==> config.mk <==
export PLATFORM = sky130hd
export DESIGN_NAME = bounding_box_scanner_flat
export DESIGN_NICKNAME = d
export VERILOG_FILES = /design/src/rtl/bbox_pkg.sv /design/src/rtl/bounding_box_scanner_if.sv /design/src/rtl/raster_stepper.sv /design/src/rtl/bounding_box_scanner.sv /design/src/flat_wrapper.sv
export SDC_FILE = /design/constraint.sdc
export NUM_CORES = 1
export LEC_CHECK = 0
export ABC_AREA = 1
export BUFFER_PORTS_ARGS = -buffer_cell sky130_fd_sc_hd__buf_4
export CAP_MARGIN = 20
export CORE_MARGIN = 3
export CORE_UTILIZATION = 35
export DETAILED_ROUTE_END_ITERATION = 7
export SETUP_SLACK_MARGIN = 0.4
export SYNTH_ARGS = -nofsm -noshare
export SYNTH_HDL_FRONTEND = slang
export SYNTH_SLANG_ARGS = --single-unit
==> constraint.sdc <==
create_clock -name clk -period 3.2 [get_ports clk]
set_input_delay 0.32 -clock clk [delete_from_list [all_inputs] [get_ports clk]]
set_output_delay 0.32 -clock clk [all_outputs]
set_load 0.005 [all_outputs]
==> src/rtl/bbox_pkg.sv <==
// Shared types and constants for the bounding-box scanner slice.
package bbox_pkg;

  typedef enum logic [1:0] {
    IDLE   = 2'd0,
    SCAN   = 2'd1,
    FINISH = 2'd2
  } scan_state_t;

  localparam int unsigned COORD_W_DEFAULT = 10;
  localparam int unsigned STEP_MIN        = 1;
  localparam int unsigned STEP_MAX        = 8;

endpackage

==> src/rtl/bounding_box_scanner_if.sv <==
// Control + pixel_cache handshake bundle for bounding_box_scanner.
interface bounding_box_scanner_if
  import bbox_pkg::*;
#(
  parameter int unsigned COORD_W = COORD_W_DEFAULT
) ();

  logic [COORD_W-1:0]   search_x0;
  logic [COORD_W-1:0]   search_x1;
  logic [COORD_W-1:0]   search_y0;
  logic [COORD_W-1:0]   search_y1;
  logic                 start;
  logic                 busy;
  logic                 done;
  logic                 found;
  logic [COORD_W-1:0]   bounding_x0;
  logic [COORD_W-1:0]   bounding_x1;
  logic [COORD_W-1:0]   bounding_y0;
  logic [COORD_W-1:0]   bounding_y1;
  logic [2*COORD_W-1:0] pixel_count;
  logic [COORD_W-1:0]   x;
  logic [COORD_W-1:0]   y;
  logic                 request;
  logic                 pixel;
  logic                 ready;

  // Scanner side
  modport slave (
    input  search_x0, search_x1, search_y0, search_y1, start, pixel, ready,
    output busy, done, found, bounding_x0, bounding_x1, bounding_y0,
           bounding_y1, pixel_count, x, y, request
  );

  // Control FSM / pixel_cache side
  modport master (
    output search_x0, search_x1, search_y0, search_y1, start, pixel, ready,
    input  busy, done, found, bounding_x0, bounding_x1, bounding_y0,
           bounding_y1, pixel_count, x, y, request
  );

endinterface

==> src/rtl/raster_stepper.sv <==
// Holds the latched search rectangle and the current raster address; advances
// by STEP per consumed pixel and flags the final sample of the rectangle.
module raster_stepper #(
  parameter int unsigned COORD_W = 10,
  parameter int unsigned STEP    = 1
) (
  input  logic               clk,
  input  logic               reset,
  input  logic               load_i,
  input  logic               step_i,
  input  logic [COORD_W-1:0] x0_i,
  input  logic [COORD_W-1:0] x1_i,
  input  logic [COORD_W-1:0] y0_i,
  input  logic [COORD_W-1:0] y1_i,
  output logic [COORD_W-1:0] x_o,
  output logic [COORD_W-1:0] y_o,
  output logic               last_c_o
);

  localparam int unsigned XW = COORD_W + 1;

  logic [COORD_W-1:0] x_q, y_q, x_d, y_d;
  logic [COORD_W-1:0] x0_q, x1_q, y0_q, y1_q;
  logic [XW-1:0]      x_next_w, y_next_w;
  logic               x_wrap_c, y_wrap_c;

  // One extra bit keeps x+STEP from wrapping past the top of the coordinate space
  always_comb begin
    x_next_w = {1'b0, x_q} + XW'(STEP);
    y_next_w = {1'b0, y_q} + XW'(STEP);
    x_wrap_c = x_next_w > {1'b0, x1_q};
    y_wrap_c = y_next_w > {1'b0, y1_q};
    x_d      = x_q;
    y_d      = y_q;
    if (step_i) begin
      if (x_wrap_c) begin
        x_d = x0_q;
        y_d = y_next_w[COORD_W-1:0];
      end else begin
        x_d = x_next_w[COORD_W-1:0];
      end
    end
  end

  always_ff @(posedge clk) begin
    if (reset) begin
      x_q  <= '0;
      y_q  <= '0;
      x0_q <= '0;
      x1_q <= '0;
      y0_q <= '0;
      y1_q <= '0;
    end else if (load_i) begin
      x0_q <= x0_i;
      x1_q <= x1_i;
      y0_q <= y0_i;
      y1_q <= y1_i;
      x_q  <= x0_i;
      y_q  <= y0_i;
    end else begin
      x_q  <= x_d;
      y_q  <= y_d;
    end
  end

  assign x_o      = x_q;
  assign y_o      = y_q;
  assign last_c_o = x_wrap_c & y_wrap_c;

endmodule

==> src/rtl/bounding_box_scanner.sv <==
// Raster-scans a search rectangle through pixel_cache and reports the tight
// bounding box, count and found flag of the set sampled pixels.
module bounding_box_scanner
  import bbox_pkg::*;
#(
  parameter int unsigned COORD_W = COORD_W_DEFAULT,
  parameter int unsigned STEP    = 1
) (
  input logic                   clk,
  input logic                   reset,
  bounding_box_scanner_if.slave bus
);

  localparam int unsigned CNT_W = 2 * COORD_W;

  if (STEP < STEP_MIN || STEP > STEP_MAX) begin : g_step_range
    $error("bounding_box_scanner: STEP must lie in 1..8");
  end

  scan_state_t        state_q;
  logic               busy_q, done_q, request_q, found_q;
  logic [COORD_W-1:0] bx0_q, bx1_q, by0_q, by1_q;
  logic [CNT_W-1:0]   count_q;

  logic               acc_found_q, acc_found_d;
  logic [COORD_W-1:0] acc_bx0_q, acc_bx1_q, acc_by0_q, acc_by1_q;
  logic [COORD_W-1:0] acc_bx0_d, acc_bx1_d, acc_by0_d, acc_by1_d;
  logic [CNT_W-1:0]   acc_cnt_q, acc_cnt_d;

  logic [COORD_W-1:0] cur_x, cur_y;
  logic               last_c, accept_c, rect_bad_c, consume_c, hit_c;

  assign accept_c   = (state_q == IDLE) & bus.start;
  assign rect_bad_c = (bus.search_x0 > bus.search_x1) | (bus.search_y0 > bus.search_y1);
  assign consume_c  = request_q & bus.ready;
  assign hit_c      = consume_c & bus.pixel;

  raster_stepper #(
    .COORD_W (COORD_W),
    .STEP    (STEP)
  ) u_stepper (
    .clk      (clk),
    .reset    (reset),
    .load_i   (accept_c),
    .step_i   (consume_c),
    .x0_i     (bus.search_x0),
    .x1_i     (bus.search_x1),
    .y0_i     (bus.search_y0),
    .y1_i     (bus.search_y1),
    .x_o      (cur_x),
    .y_o      (cur_y),
    .last_c_o (last_c)
  );

  // Accumulator next state; the first hit seeds all four bounds
  always_comb begin
    acc_found_d = acc_found_q;
    acc_bx0_d   = acc_bx0_q;
    acc_bx1_d   = acc_bx1_q;
    acc_by0_d   = acc_by0_q;
    acc_by1_d   = acc_by1_q;
    acc_cnt_d   = acc_cnt_q;
    if (hit_c) begin
      acc_found_d = 1'b1;
      if (!acc_found_q) begin
        acc_bx0_d = cur_x;
        acc_bx1_d = cur_x;
        acc_by0_d = cur_y;
        acc_by1_d = cur_y;
      end else begin
        if (cur_x < acc_bx0_q) acc_bx0_d = cur_x;
        if (cur_x > acc_bx1_q) acc_bx1_d = cur_x;
        if (cur_y < acc_by0_q) acc_by0_d = cur_y;
        if (cur_y > acc_by1_q) acc_by1_d = cur_y;
      end
      if (~&acc_cnt_q) acc_cnt_d = acc_cnt_q + CNT_W'(1);
    end
  end

  // Results are published on the final consume; an invalid rectangle
  // publishes a cleared result from FINISH one cycle later instead.
  always_ff @(posedge clk) begin
    if (reset) begin
      state_q     <= IDLE;
      busy_q      <= 1'b0;
      done_q      <= 1'b0;
      request_q   <= 1'b0;
      found_q     <= 1'b0;
      bx0_q       <= '0;
      bx1_q       <= '0;
      by0_q       <= '0;
      by1_q       <= '0;
      count_q     <= '0;
      acc_found_q <= 1'b0;
      acc_bx0_q   <= '0;
      acc_bx1_q   <= '0;
      acc_by0_q   <= '0;
      acc_by1_q   <= '0;
      acc_cnt_q   <= '0;
    end else begin
      case (state_q)
        IDLE: begin
          done_q <= 1'b0;
          if (bus.start) begin
            busy_q      <= 1'b1;
            acc_found_q <= 1'b0;
            acc_bx0_q   <= '0;
            acc_bx1_q   <= '0;
            acc_by0_q   <= '0;
            acc_by1_q   <= '0;
            acc_cnt_q   <= '0;
            if (rect_bad_c) begin
              state_q <= FINISH;
            end else begin
              state_q   <= SCAN;
              request_q <= 1'b1;
            end
          end
        end
        SCAN: begin
          acc_found_q <= acc_found_d;
          acc_bx0_q   <= acc_bx0_d;
          acc_bx1_q   <= acc_bx1_d;
          acc_by0_q   <= acc_by0_d;
          acc_by1_q   <= acc_by1_d;
          acc_cnt_q   <= acc_cnt_d;
          if (consume_c && last_c) begin
            state_q   <= FINISH;
            request_q <= 1'b0;
            busy_q    <= 1'b0;
            done_q    <= 1'b1;
            found_q   <= acc_found_d;
            bx0_q     <= acc_bx0_d;
            bx1_q     <= acc_bx1_d;
            by0_q     <= acc_by0_d;
            by1_q     <= acc_by1_d;
            count_q   <= acc_cnt_d;
          end
        end
        FINISH: begin
          state_q <= IDLE;
          busy_q  <= 1'b0;
          done_q  <= ~done_q;
          if (!done_q) begin
            found_q <= 1'b0;
            bx0_q   <= '0;
            bx1_q   <= '0;
            by0_q   <= '0;
            by1_q   <= '0;
            count_q <= '0;
          end
        end
        default: state_q <= IDLE;
      endcase
    end
  end

  assign bus.busy        = busy_q;
  assign bus.done        = done_q;
  assign bus.found       = found_q;
  assign bus.bounding_x0 = bx0_q;
  assign bus.bounding_x1 = bx1_q;
  assign bus.bounding_y0 = by0_q;
  assign bus.bounding_y1 = by1_q;
  assign bus.pixel_count = count_q;
  assign bus.x           = cur_x;
  assign bus.y           = cur_y;
  assign bus.request     = request_q;

endmodule

==> src/flat_wrapper.sv <==
// flat-port wrapper written by rule: the top's interface ports become plain ports
module bounding_box_scanner_flat import bbox_pkg::*;
#(
  parameter int unsigned COORD_W = COORD_W_DEFAULT,
  parameter int unsigned STEP    = 1
)
  (clk, reset, bus_search_x0, bus_search_x1, bus_search_y0, bus_search_y1, bus_start, bus_pixel, bus_ready, bus_busy, bus_done, bus_found, bus_bounding_x0, bus_bounding_x1, bus_bounding_y0, bus_bounding_y1, bus_pixel_count, bus_x, bus_y, bus_request);
  bounding_box_scanner_if #(.COORD_W(COORD_W)) bus_i ();
  input logic clk;
  input logic reset;
  input wire logic [$bits(bus_i.search_x0)-1:0] bus_search_x0;
  input wire logic [$bits(bus_i.search_x1)-1:0] bus_search_x1;
  input wire logic [$bits(bus_i.search_y0)-1:0] bus_search_y0;
  input wire logic [$bits(bus_i.search_y1)-1:0] bus_search_y1;
  input wire logic [$bits(bus_i.start)-1:0] bus_start;
  input wire logic [$bits(bus_i.pixel)-1:0] bus_pixel;
  input wire logic [$bits(bus_i.ready)-1:0] bus_ready;
  output wire logic [$bits(bus_i.busy)-1:0] bus_busy;
  output wire logic [$bits(bus_i.done)-1:0] bus_done;
  output wire logic [$bits(bus_i.found)-1:0] bus_found;
  output wire logic [$bits(bus_i.bounding_x0)-1:0] bus_bounding_x0;
  output wire logic [$bits(bus_i.bounding_x1)-1:0] bus_bounding_x1;
  output wire logic [$bits(bus_i.bounding_y0)-1:0] bus_bounding_y0;
  output wire logic [$bits(bus_i.bounding_y1)-1:0] bus_bounding_y1;
  output wire logic [$bits(bus_i.pixel_count)-1:0] bus_pixel_count;
  output wire logic [$bits(bus_i.x)-1:0] bus_x;
  output wire logic [$bits(bus_i.y)-1:0] bus_y;
  output wire logic [$bits(bus_i.request)-1:0] bus_request;
  assign bus_i.search_x0 = bus_search_x0;
  assign bus_i.search_x1 = bus_search_x1;
  assign bus_i.search_y0 = bus_search_y0;
  assign bus_i.search_y1 = bus_search_y1;
  assign bus_i.start = bus_start;
  assign bus_i.pixel = bus_pixel;
  assign bus_i.ready = bus_ready;
  assign bus_busy = bus_i.busy;
  assign bus_done = bus_i.done;
  assign bus_found = bus_i.found;
  assign bus_bounding_x0 = bus_i.bounding_x0;
  assign bus_bounding_x1 = bus_i.bounding_x1;
  assign bus_bounding_y0 = bus_i.bounding_y0;
  assign bus_bounding_y1 = bus_i.bounding_y1;
  assign bus_pixel_count = bus_i.pixel_count;
  assign bus_x = bus_i.x;
  assign bus_y = bus_i.y;
  assign bus_request = bus_i.request;
  bounding_box_scanner #(.COORD_W(COORD_W), .STEP(STEP)) u_core (.clk(clk), .reset(reset), .bus(bus_i));
endmodule
==> flow_metrics.env, run 1 <==
export IMPL_outcome="completed"
export IMPL_syn_num_nets=1652
export IMPL_final_util_pct=47.6
export IMPL_grt_use_total_pct=20.5
export IMPL_die_w_um=178
export IMPL_hold_end="u_core.u_stepper.x1_q[0]"
export IMPL_cts_sinks=177
export IMPL_syn_cell_area_mm2=0.0103
export IMPL_cts_made_buffers=17
export IMPL_synth_edf_count=0
export IMPL_drive_gt1_share_pct=21.3
export IMPL_worstPathMaxFanout=7
export IMPL_synth_top_family_by_area="simple AND/OR/NAND/NOR gates"
export IMPL_vdd_drop_max_mv=0.359
export IMPL_drt_iter0_markers=886
export IMPL_synth_top_area_share_pct=34.3
export IMPL_portBuffers=128
export IMPL_io_pins=129
export IMPL_num_vias=10600
export IMPL_cp_top_family="simple AND/OR/NAND/NOR gates"
export IMPL_ff2ff_path_depth=22
export IMPL_reg2reg_from="u_core.u_stepper.x_o[3]"
export IMPL_yosysTopAreaCell="dfxtp_1"
export IMPL_ys_types=35
export IMPL_synth_ff_type="dfxtp_1"
export IMPL_nFillCells=2850
export IMPL_tns_ns=0
export IMPL_syn_mean_instance_area_um2=6.79
export IMPL_timing_hold_ws_ns=0.159
export IMPL_criticalPathCategory="register to register"
export IMPL_p_seq_share_pct=29.8
export IMPL_cp_data_required_time_ns=3.49
export IMPL_dpl_hpwl_mm=20.8
export IMPL_p_per_area_mw_per_mm2=590
export IMPL_crit_cells=22
export IMPL_via_per_inst=5.13
export IMPL_power_frac_clock_pct=29.3
export IMPL_syn_inst=1522
export IMPL_multiInputGateArea_mm2=0.00639
export IMPL_share_comb_of_total_power_pct=40.8
export IMPL_hold_path_class="input port to register"
export IMPL_clk_pin_slew_ns=0.07
export IMPL_syn_to_final_growth_pct=33.3
export IMPL_start_util_pct=35.7
export IMPL_whs_path_depth=3
export IMPL_critPathBufInv=5
export IMPL_critical_path_slowest_cell="dfxtp_1"
export IMPL_clock_fmax_mhz=342
export IMPL_drv_cap=0
export IMPL_die_area_mm2=0.0316
export IMPL_leakage_nw=5.93
export IMPL_clockBufferDepth=2
export IMPL_synth_mux_area_share_pct=0
export IMPL_antenna_found_initial=0
export IMPL_fin_skew_ns=0.0113
export IMPL_grt_pass1_vias=10000
export IMPL_critPathLaunchType="register"
export IMPL_power_switching_share_pct=36.0
export IMPL_fin_nets=1799
export IMPL_hold_violations=0
export IMPL_rows=62
export IMPL_intPower_mw=5.20
export IMPL_synth_seq_cells=177
export IMPL_clk_latency_ns=0.43
export IMPL_yosys_top_cells_area="dfxtp_1 (34%), nand2_1 (17%), ha_1 (10%)"
export IMPL_synthAdderAreaFrac_pct=10.3
export IMPL_cts_tree="built"
export IMPL_grt_max_degree=143
export IMPL_die_height_um=178
export IMPL_power_switching_mw=2.92
export IMPL_yosys_area_share_simple_pct=29.3
export IMPL_finalWirelength_mm=33.4
export IMPL_h_tree_depth=4
export IMPL_grt_pass1_wl_mm=51.9
export IMPL_crit_arrival_ns=3.22
export IMPL_async_reset_ff_share_pct=0
export IMPL_dpl_cell_area_mm2=0.0118
export IMPL_period_share_pct=91.4
export IMPL_slew_headroom_pct=47.7
export IMPL_setup_viol=0
export IMPL_crit_chain="buf_4, nand3_2, nor2_4, nand2_2, xor2_2, inv_1, ha_4, nand2_4, o21ai_2, nor2_1, nand2_1, inv_2, nand2_4, nand2_8, nor2_4, nand2_2, nand2_4, nand3_4, buf_12, clkbuf_16, nand2_2, a21oi_1"
export IMPL_yosys_area_share_xor_xnor_pct=2.37
export IMPL_r2r_setup_slack_ns=0.27
export IMPL_hold_start="bus_search_x1[0]"
export IMPL_finalWeightedCongestion=0.839
export IMPL_drv_slew=0
export IMPL_max_stage_delay_ns=0.34
export IMPL_cts_root_buffer="clkbuf_16"
export IMPL_ctsHoldBuffers=0
export IMPL_ys_warn_count=0
export IMPL_num_antenna_cells=0
export IMPL_regArea_mm2=0.00355
export IMPL_reg2reg_to="u_core.bus.pixel_count[12]"
export IMPL_route_detailed_drc=0
export IMPL_grt_setup_unrepaired="true"
export IMPL_period_minus_slack_ns=2.93
export IMPL_ys_seq_area_share_pct=34.3
export IMPL_firstDrtPassIters=8
export IMPL_wire_per_inst_um=16.2
export IMPL_synth_compound_area_share_pct=14.3
export IMPL_worstMarginPinSlew_ns=0.782
export IMPL_final_cell_area_mm2=0.0138
export IMPL_end_kind="register"
export IMPL_gr_total_overflow=0
export IMPL_core_area_mm2=0.0289
export IMPL_ant_nets=0
## metal layers
metal | wire, um | part of all wire [%] | vias up | track usage, %
met1 | 15500 | 46 | 4907 | 27.7
met4 | 386 | 1.2 | 0 | 5.24
met5 | 0 | 0 | - | 0
li1 | - | - | 5336 | -
met2 | 15900 | 47 | 311 | 34.1
met3 | 1630 | 4.9 | 30 | 3.38
## layout make-up
cell class / instances / area share [%]
Sequential cell: 177 / 25.8
Timing Repair inverter: 2 / 0.200
Clock buffer: 20 / 3.39
Tap cell: 384 / 3.49
Clock inverter: 11 / 1.45
Inverter: 163 / 4.53
Multi-Input combinational cell: 1099 / 46.4
Timing Repair Buffer: 209 / 14.8
## worst max path at each step
| stage | from | to | slack [ns] |
|---|---|---|---|
| global route | u_core.u_stepper.x_o[0] | u_core.bus.bounding_y0[1] | 0.07 |
| CTS | u_core.u_stepper.x_o[0] | u_core.bus.bounding_x1[1] | 0.27 |
| global placement | u_core.u_stepper.x_o[0] | u_core.bus.bounding_x0[1] | 0.23 |
| finish | u_core.u_stepper.x_o[3] | u_core.bus.pixel_count[12] | 0.27 |
| floorplan | u_core.u_stepper.x_o[2] | u_core.bus.bounding_x1[2] | 0.45 |
| detailed placement | u_core.u_stepper.x_o[0] | u_core.bus.bounding_y1[7] | 0.16 |
## layout by cell type (no fill, tap or decap), types with 4 or more instances in the layout
cell type,n
o21ai_0,49
nor2_2,4
nand2_4,20
o21bai_1,4
dfxtp_1,174
buf_4,177
inv_2,5
nand4_1,75
o21ai_2,6
nand3b_1,4
buf_16,11
xnor2_1,4
buf_6,5
ha_1,79
nand2_1,416
bufinv_16,5
ha_4,4
clkbuf_16,22
o21ai_1,5
nor3_1,5
buf_12,8
a21oi_2,11
nand3_1,87
a31oi_1,10
nand2_2,32
inv_1,154
a21oi_1,181
xor2_1,20
nor2_1,43
## through the flow
stage	worst slack (ns)	power, mW	cells
after floorplan	0.448	4.02	1522
after global placement	0.235	4.80	1988
after detailed placement	0.158	4.84	1989
after CTS	0.274	7.64	2048
after global routing	0.0711	8.60	2065
final	0.274	8.13	2065
## Yosys cell counts (2+ instances only)
master and number:
o21ai_0 62, a31oi_1 14, o21a_1 3, inv_2 3
nand3_1 89, nand2_4 3, nor2_1 47, nand2_1 467
dfxtp_1 177, buf_2 12, a21oi_1 193, inv_1 157
a21o_1 3, ha_1 85, xnor2_1 4, buf_6 4
buf_1 4, nor2_4 2, o211ai_1 2, o21bai_1 4
nand3b_1 4, nor3_1 7, clkbuf_1 61, a22oi_1 3
xor2_1 24, nand3_2 3, nand4_1 75, clkinv_1 3
## tightest hold or removal path: stages
cell and delay (ns):
buf_4 0.09, o21ai_0 0.07, nor2_1 0.08
## cells by family after synthesis
logic type	after synthesis
and+or+nand+nor	701
AOI/OAI and AO/OA	285
DFF	177
buffers and inverters	246
xor gates and xnor gates	28
adders and majority gates	85
## timing repair
action                                  in CTS  in global routing
endpoints found under the setup margin      81                 85
cloned                                      11                  7
setup buffers                               17                 10
resized for setup                           43                136
pin swaps                                   11                 27
## power groups by stage
stage | clock (mW) | sequential, mW | combinational (mW)
after floorplan | 0 | 2.53 | 1.49
after global placement | 0 | 2.46 | 2.34
after detailed placement | 0 | 2.47 | 2.37
after CTS | 2.42 | 2.42 | 2.79
after global routing | 2.51 | 2.44 | 3.65
final | 2.38 | 2.42 | 3.32
(Power assumes the default switching activity.)
==> run 2, diff against run 1 <==
--- a/config.mk
+++ b/config.mk
@@ -11,6 +11,8 @@
 export CORE_MARGIN = 3
 export CORE_UTILIZATION = 35
 export DETAILED_ROUTE_END_ITERATION = 7
+export GPL_TIMING_DRIVEN = 0
+export RECOVER_POWER = 50
 export SETUP_SLACK_MARGIN = 0.4
 export SYNTH_ARGS = -nofsm -noshare
 export SYNTH_HDL_FRONTEND = slang
==> constraint.sdc (replaced) <==
create_clock -name clk -period 3.2 [get_ports clk]
set_input_delay 0.32 -clock clk [delete_from_list [all_inputs] [get_ports clk]]
set_output_delay 0.32 -clock clk [all_outputs]
set_load 0.01 [all_outputs]
==> run 2 against run 1 <==
  * Design area decreased by 2.9%
  * Worst setup slack worse by 0.16 ns
  * Core utilization decreased by 1.4 points
  * Clock power shrank 9.7%
  * Critical path depth did not move
  * Die area unchanged
  * Power decreased by 5.9%
  * Via count is 5.0% higher
  * Combinational power decreased by 12%
  * Global-route usage grew 1.2 points
  * Sequential cell count unchanged
  * Sequential power grew 6%
  * Largest power group unchanged
==> flow_metrics.env, run 2 (same netlist as run 1, synthesis figures left out) <==
export IMPL_grt_pass1_wl_mm=54.0
export IMPL_grt_use_total_pct=21.7
export IMPL_grt_pass1_vias=10200
export IMPL_clockBufferDepth=2
export IMPL_die_w_um=178
export IMPL_dpl_hpwl_mm=25.5
export IMPL_top_usage_layer="met2"
export IMPL_final_common_cell="nand2_1"
export IMPL_fin_nets=1856
export IMPL_cts_tree="built"
export IMPL_wire_per_inst_um=16.9
export IMPL_vdd_drop_max_mv=0.380
export IMPL_cts_made_buffers=17
export IMPL_cp_data_required_time_ns=3.50
export IMPL_crit_arrival_ns=3.39
export IMPL_slew_headroom_pct=41.2
export IMPL_start_util_pct=35.7
export IMPL_drt_iter0_markers=918
export IMPL_grt_setup_unrepaired="true"
export IMPL_cts_root_buffer="clkbuf_16"
export IMPL_setup_viol=0
export IMPL_critPathLaunchType="register"
export IMPL_rows=62
export IMPL_core_area_mm2=0.0289
export IMPL_p_per_area_mw_per_mm2=572
export IMPL_ff2ff_path_depth=22
export IMPL_r2r_setup_slack_ns=0.11
export IMPL_grt_max_degree=19
export IMPL_worstMarginPinSlew_ns=0.882
export IMPL_num_antenna_cells=0
export IMPL_io_pins=129
export IMPL_firstDrtPassIters=5
export IMPL_route_detailed_drc=0
export IMPL_leakage_nw=5.53
export IMPL_ant_nets=0
export IMPL_use_met2_pct=35.0
export IMPL_finalWirelength_mm=36.0
export IMPL_cts_sinks=177
export IMPL_clk_latency_ns=0.44
export IMPL_via_per_inst=5.24
export IMPL_criticalPathCategory="register to register"
export IMPL_hold_violations=0
export IMPL_drv_cap=0
export IMPL_drive_gt1_share_pct=17.5
export IMPL_portBuffers=127
export IMPL_regArea_mm2=0.00357
export IMPL_multiInputGateArea_mm2=0.00643
export IMPL_final_cell_mix="nand2_1 (414), dfxtp_1 (168), inv_1 (153), a21oi_1 (152), clkbuf_1 (135)"
export IMPL_drv_slew=0
export IMPL_clock_fmax_mhz=324
export IMPL_fin_skew_ns=0.0121
export IMPL_tns_ns=0
export IMPL_h_tree_depth=4
export IMPL_ctsHoldBuffers=0
export IMPL_nFillCells=2941
export IMPL_gr_total_overflow=0
export IMPL_whs_path_depth=3
export IMPL_total_power_mw=7.65
export IMPL_end_kind="register"
export IMPL_clk_pin_slew_ns=0.08
export IMPL_syn_to_final_growth_pct=29.4
export IMPL_die_height_um=178
export IMPL_period_share_pct=96.5
export IMPL_die_area_mm2=0.0316
export IMPL_finalWeightedCongestion=0.926
export IMPL_gr_usage_met3_pct=3.21
export IMPL_period_minus_slack_ns=3.09
export IMPL_outcome="completed"
export IMPL_hold_path_class="input port to register"
export IMPL_use_met1_pct=29.6
export IMPL_worstPathMaxFanout=8
export IMPL_num_vias=11100
export IMPL_antenna_found_initial=0
-- run 2: cell count changes in the layout (fill, tap and decap cells not counted), sizes merged --
cell | before | now
inv | 162 | 168
clkbuf | 25 | 158
bufinv | 5 | 1
nand3 | 92 | 94
buf | 203 | 125
bufbuf | 1 | 0
-- run 2: path summary, 6_finish.rpt --
kind,from,endpoint
min reg2reg,u_core.bus.pixel_count[8],u_core.bus.pixel_count[8]
max reg2reg,u_core.u_stepper.x_o[2],u_core.bus.bounding_x0[6]
max,u_core.u_stepper.x_o[2],u_core.bus.bounding_x0[6]
min,bus_search_y1[0],u_core.u_stepper.y1_q[0]
-- run 2: worst max-delay path, stage by stage, from the launching register on --
cell and delay (ns):
dfxtp_4 0.35, buf_6 0.10, nand4_1 0.11, nor2_2 0.15, buf_4 0.13, buf_4 0.09, buf_4 0.09, nand2_1 0.08
xor2_2 0.20, inv_2 0.08, ha_4 0.28, inv_1 0.04, nor2_1 0.11, nand2_1 0.09, nand2_4 0.09, nand2_8 0.06
nor2_4 0.12, nand2_4 0.08, nand2_8 0.13, nand3_4 0.19, clkbuf_16 0.28, nand2_2 0.06, a21oi_2 0.04
-- run 2: area by class of cell --
| cell class | instances | share of cell area (%) |
|---|---|---|
| tap | 384 | 3.59 |
| sequential | 177 | 26.7 |
| buffer | 83 | 3.48 |
| clock inverter | 15 | 1.25 |
| timing repair buffer | 183 | 9.12 |
| clock buffer | 17 | 3.18 |
| multi-input combinational | 1101 | 48.1 |
| inverter | 163 | 4.64 |
-- run 2: metrics by stage --
stage	instances	area (um^2)	hold WS (ns)	setup slack (ns)	utilization, %
floorplan	1522	10300	0.435	0.400	-
global placement	2033	11800	0.450	-0.258	40.7
detailed placement	2033	11800	0.454	-0.316	40.7
CTS	2104	13000	0.139	0.260	44.8
global route	2123	13400	0.161	-0.00670	46.2
finish	2123	13400	0.149	0.113	46.2
-- run 2: power by group --
group          leakage (nW)  switching (mW)  internal (mW)
clock network         0.291            1.04           1.12
logic                  3.79            1.77           1.16
registers              1.44           0.217           2.34
-- run 2: what timing repair did --
action	in CTS	in global routing
gates resized for setup	89	141
cloned	5	6
pin swaps	14	29
setup buffers	34	13
setup endpoints to repair	86	86
-- run 2: layer usage --
| metal | vias up | routed length (um) |
|---|---|---|
| met5 | - | 0 |
| li1 | 5436 | - |
| met4 | 0 | 1040 |
| met3 | 58 | 2460 |
| met1 | 5258 | 16000 |
| met2 | 365 | 16500 |
==> run 3, diff against run 2 <==
--- a/config.mk
+++ b/config.mk
@@ -16,4 +16,5 @@
 export SETUP_SLACK_MARGIN = 0.4
 export SYNTH_ARGS = -nofsm -noshare
 export SYNTH_HDL_FRONTEND = slang
+export SYNTH_HIERARCHICAL = 1
 export SYNTH_SLANG_ARGS = --single-unit
==> run 3 against run 2 <==
  * First-iteration DRC count down 17%
  * Clock skew up 0.00098 ns
  * Sequential cell count unchanged
  * Register-to-register slack about the same
  * Worst setup slack worse by 0.015 ns
  * Sequential power down 6%
  * Critical endpoint is now u_core/u_stepper/y_o[8]
  * Highest routed layer unchanged
==> flow_metrics.env, run 3 <==
export IMPL_outcome="completed"
export IMPL_async_reset_ff_share_pct=0
export IMPL_final_cell_mix="nand2_1 (359), inv_1 (200), nand3_1 (190), dfxtp_1 (160), a21oi_1 (119)"
export IMPL_synth_seq_cells=177
export IMPL_cts_tree="built"
export IMPL_drv_slew=0
export IMPL_drt_iter0_markers=764
export IMPL_yosys_top_cells_area="dfxtp_1 (34%), nand2_1 (14%), nand3_1 (11%)"
export IMPL_crit_arrival_ns=3.39
export IMPL_die_w_um=179
export IMPL_worstMarginPinSlew_ns=0.948
export IMPL_dpl_hpwl_mm=24.6
export IMPL_p_per_area_mw_per_mm2=493
export IMPL_synth_edf_count=0
export IMPL_criticalPathCategory="register to register"
export IMPL_synth_top_area_share_pct=33.9
export IMPL_die_height_um=179
export IMPL_cts_made_buffers=17
export IMPL_fin_skew_ns=0.0131
export IMPL_yosys_cell_count_top_type="nand2_1"
export IMPL_clk_latency_ns=0.44
export IMPL_final_common_cell="nand2_1"
export IMPL_syn_num_nets=1664
export IMPL_ys_warn_count=6
export IMPL_ys_types=45
export IMPL_max_stage_delay_ns=0.40
export IMPL_critPathLaunchType="register"
export IMPL_setup_viol=0
export IMPL_clk_pin_slew_ns=0.08
export IMPL_grt_use_total_pct=20.5
export IMPL_syn_cell_area_mm2=0.0105
export IMPL_grt_setup_unrepaired="true"
export IMPL_num_antenna_cells=0
export IMPL_nFillCells=2951
export IMPL_syn_inst=1535
export IMPL_top_usage_layer="met2"
export IMPL_ys_seq_area_share_pct=33.9
export IMPL_h_tree_depth=4
export IMPL_hold_violations=0
export IMPL_num_vias=10900
export IMPL_finalWirelength_mm=34.6
export IMPL_tns_ns=0
export IMPL_clockBufferDepth=2
export IMPL_die_area_mm2=0.0320
export IMPL_gr_total_overflow=0
export IMPL_drive_gt1_share_pct=21.3
export IMPL_wire_per_inst_um=16.2
export IMPL_core_area_mm2=0.0291
export IMPL_clock_fmax_mhz=322
export IMPL_antenna_found_initial=0
export IMPL_fin_nets=1876
export IMPL_start_util_pct=35.9
export IMPL_finalWeightedCongestion=0.920
export IMPL_hold_path_class="input port to register"
export IMPL_via_per_inst=5.09
export IMPL_io_pins=129
export IMPL_vdd_drop_max_mv=0.333
export IMPL_total_power_mw=6.85
export IMPL_grt_pass1_wl_mm=51.6
export IMPL_timing_hold_ws_ns=0.123
export IMPL_end_kind="register"
export IMPL_firstDrtPassIters=5
export IMPL_use_met1_pct=27.3
export IMPL_yosysTopAreaCell="dfxtp_1"
export IMPL_synthTopCellsByCount="nand2_1 (402), nand3_1 (231), inv_1 (208)"
export IMPL_period_share_pct=96.9
export IMPL_ant_nets=0
export IMPL_route_detailed_drc=0
export IMPL_use_met2_pct=33.5
export IMPL_grt_max_degree=18
export IMPL_cts_sinks=177
export IMPL_gr_usage_met3_pct=3.68
export IMPL_portBuffers=128
export IMPL_cp_data_required_time_ns=3.49
export IMPL_drv_cap=0
export IMPL_cts_root_buffer="clkbuf_16"
export IMPL_slew_headroom_pct=36.6
export IMPL_rows=62
export IMPL_critical_path_slowest_cell="dfxtp_4"
export IMPL_grt_pass1_vias=9972
export IMPL_leakage_nw=6.17
export IMPL_syn_mean_instance_area_um2=6.81
export IMPL_syn_to_final_growth_pct=32.8
export IMPL_period_minus_slack_ns=3.10
export IMPL_worstPathMaxFanout=10
export IMPL_synth_ff_type="dfxtp_1"
==> run 3: cell types whose count changed in the layout (fill, tap and decap cells not counted), moves of 8 or more <==
cell      previous run  this run
nand4_1             75        17
a21oi_1            152       119
dfxtp_4              6        15
clkbuf_1           135       104
a31oi_1             11         1
buf_4               98       108
inv_1              153       200
dfxtp_1            168       160
nand3_1             88       190
nand2_1            414       359
a21oi_2             41        19
nand3_2              3        38
==> run 3: worst paths after layout <==
kind | start | to | slack, ns | cells past startpoint
max | u_core/u_stepper/x_o[6] | u_core/u_stepper/y_o[8] | 0.1 | 25
min | bus_search_x1[0] | u_core/u_stepper/x1_q[0] | 0.12 | 3
max reg2reg | u_core/u_stepper/x_o[6] | u_core/u_stepper/y_o[8] | 0.1 | 25
min reg2reg | u_core/bus.bounding_y0[2] | u_core/bus.bounding_y0[2] | 0.45 | 2
==> run 3: worst max-delay path, delay by kind of cell (launching register included) <==
| kind | cells | cell delay, ns |
|---|---|---|
| flip-flops | 1 | 0.40 |
| buffers and inverters | 11 | 1.13 |
| AND/OR/NAND/NOR | 10 | 0.83 |
| AO/OA/AOI/OAI | 3 | 0.31 |
| adder cells (fa/ha/maj) | 1 | 0.26 |
==> run 3: layout make-up <==
cell class	instances	area (um^2)	share of cell area [%]
Multi-Input combinational cell	1081	6570	47.3
Sequential cell	177	3600	25.9
Timing Repair Buffer	192	1390	10.0
Inverter	213	812	5.85
Tap cell	384	480	3.46
Buffer	64	443	3.19
Clock buffer	17	425	3.06
Clock inverter	15	151	1.09
Timing Repair inverter	1	7.51	0.0541
==> run 3: repair_timing <==
| item | CTS | global route |
|---|---|---|
| resized for setup | 89 | 153 |
| cloned | 2 | 7 |
| pin swaps | 34 | 45 |
| hold buffers | 0 | 0 |
| setup endpoints to repair | 66 | 86 |
| buffers inserted | 32 | 24 |
==> run 3: per-layer routing <==
| layer | routed length, um | share of wire (%) | vias to the layer above |
|---|---|---|---|
| met3 | 1960 | 5.7 | 52 |
| met4 | 879 | 2.5 | 0 |
| met2 | 15900 | 46 | 313 |
| li1 | - | - | 5428 |
| met5 | 0 | 0 | - |
| met1 | 15900 | 46 | 5120 |
==> run 3: kinds of logic after synthesis <==
group | synth area share, %
multiplexers | 0.0958
adder cells (fa/ha/maj) | 10.1
buffers and inverters | 10.4
flip-flops | 33.9
AND/OR/NAND/NOR | 32.1
XOR/XNOR | 1.76
AO/OA/AOI/OAI | 11.6
==> run 3: where the power goes <==
group          switching (mW)  leakage (nW)  total, mW  internal, mW
combinational            1.36          4.45       2.35         0.984
clock                   0.996         0.267       2.09          1.10
sequential              0.103          1.45       2.41          2.31
total                    2.46          6.17       6.85          4.39
==> run 3: through the flow <==
| stage | utilization [%] | worst slack [ns] | area [um^2] | cells |
|---|---|---|---|---|
| after floorplan | - | 0.312 | 10600 | 1535 |
| after global placement | 41.3 | -0.489 | 12000 | 2047 |
| after detailed placement | 41.3 | -0.530 | 12000 | 2047 |
| after CTS | 45.2 | 0.171 | 13100 | 2113 |
| after global routing | 47.7 | -0.0259 | 13900 | 2144 |
| final | 47.7 | 0.0989 | 13900 | 2144 |
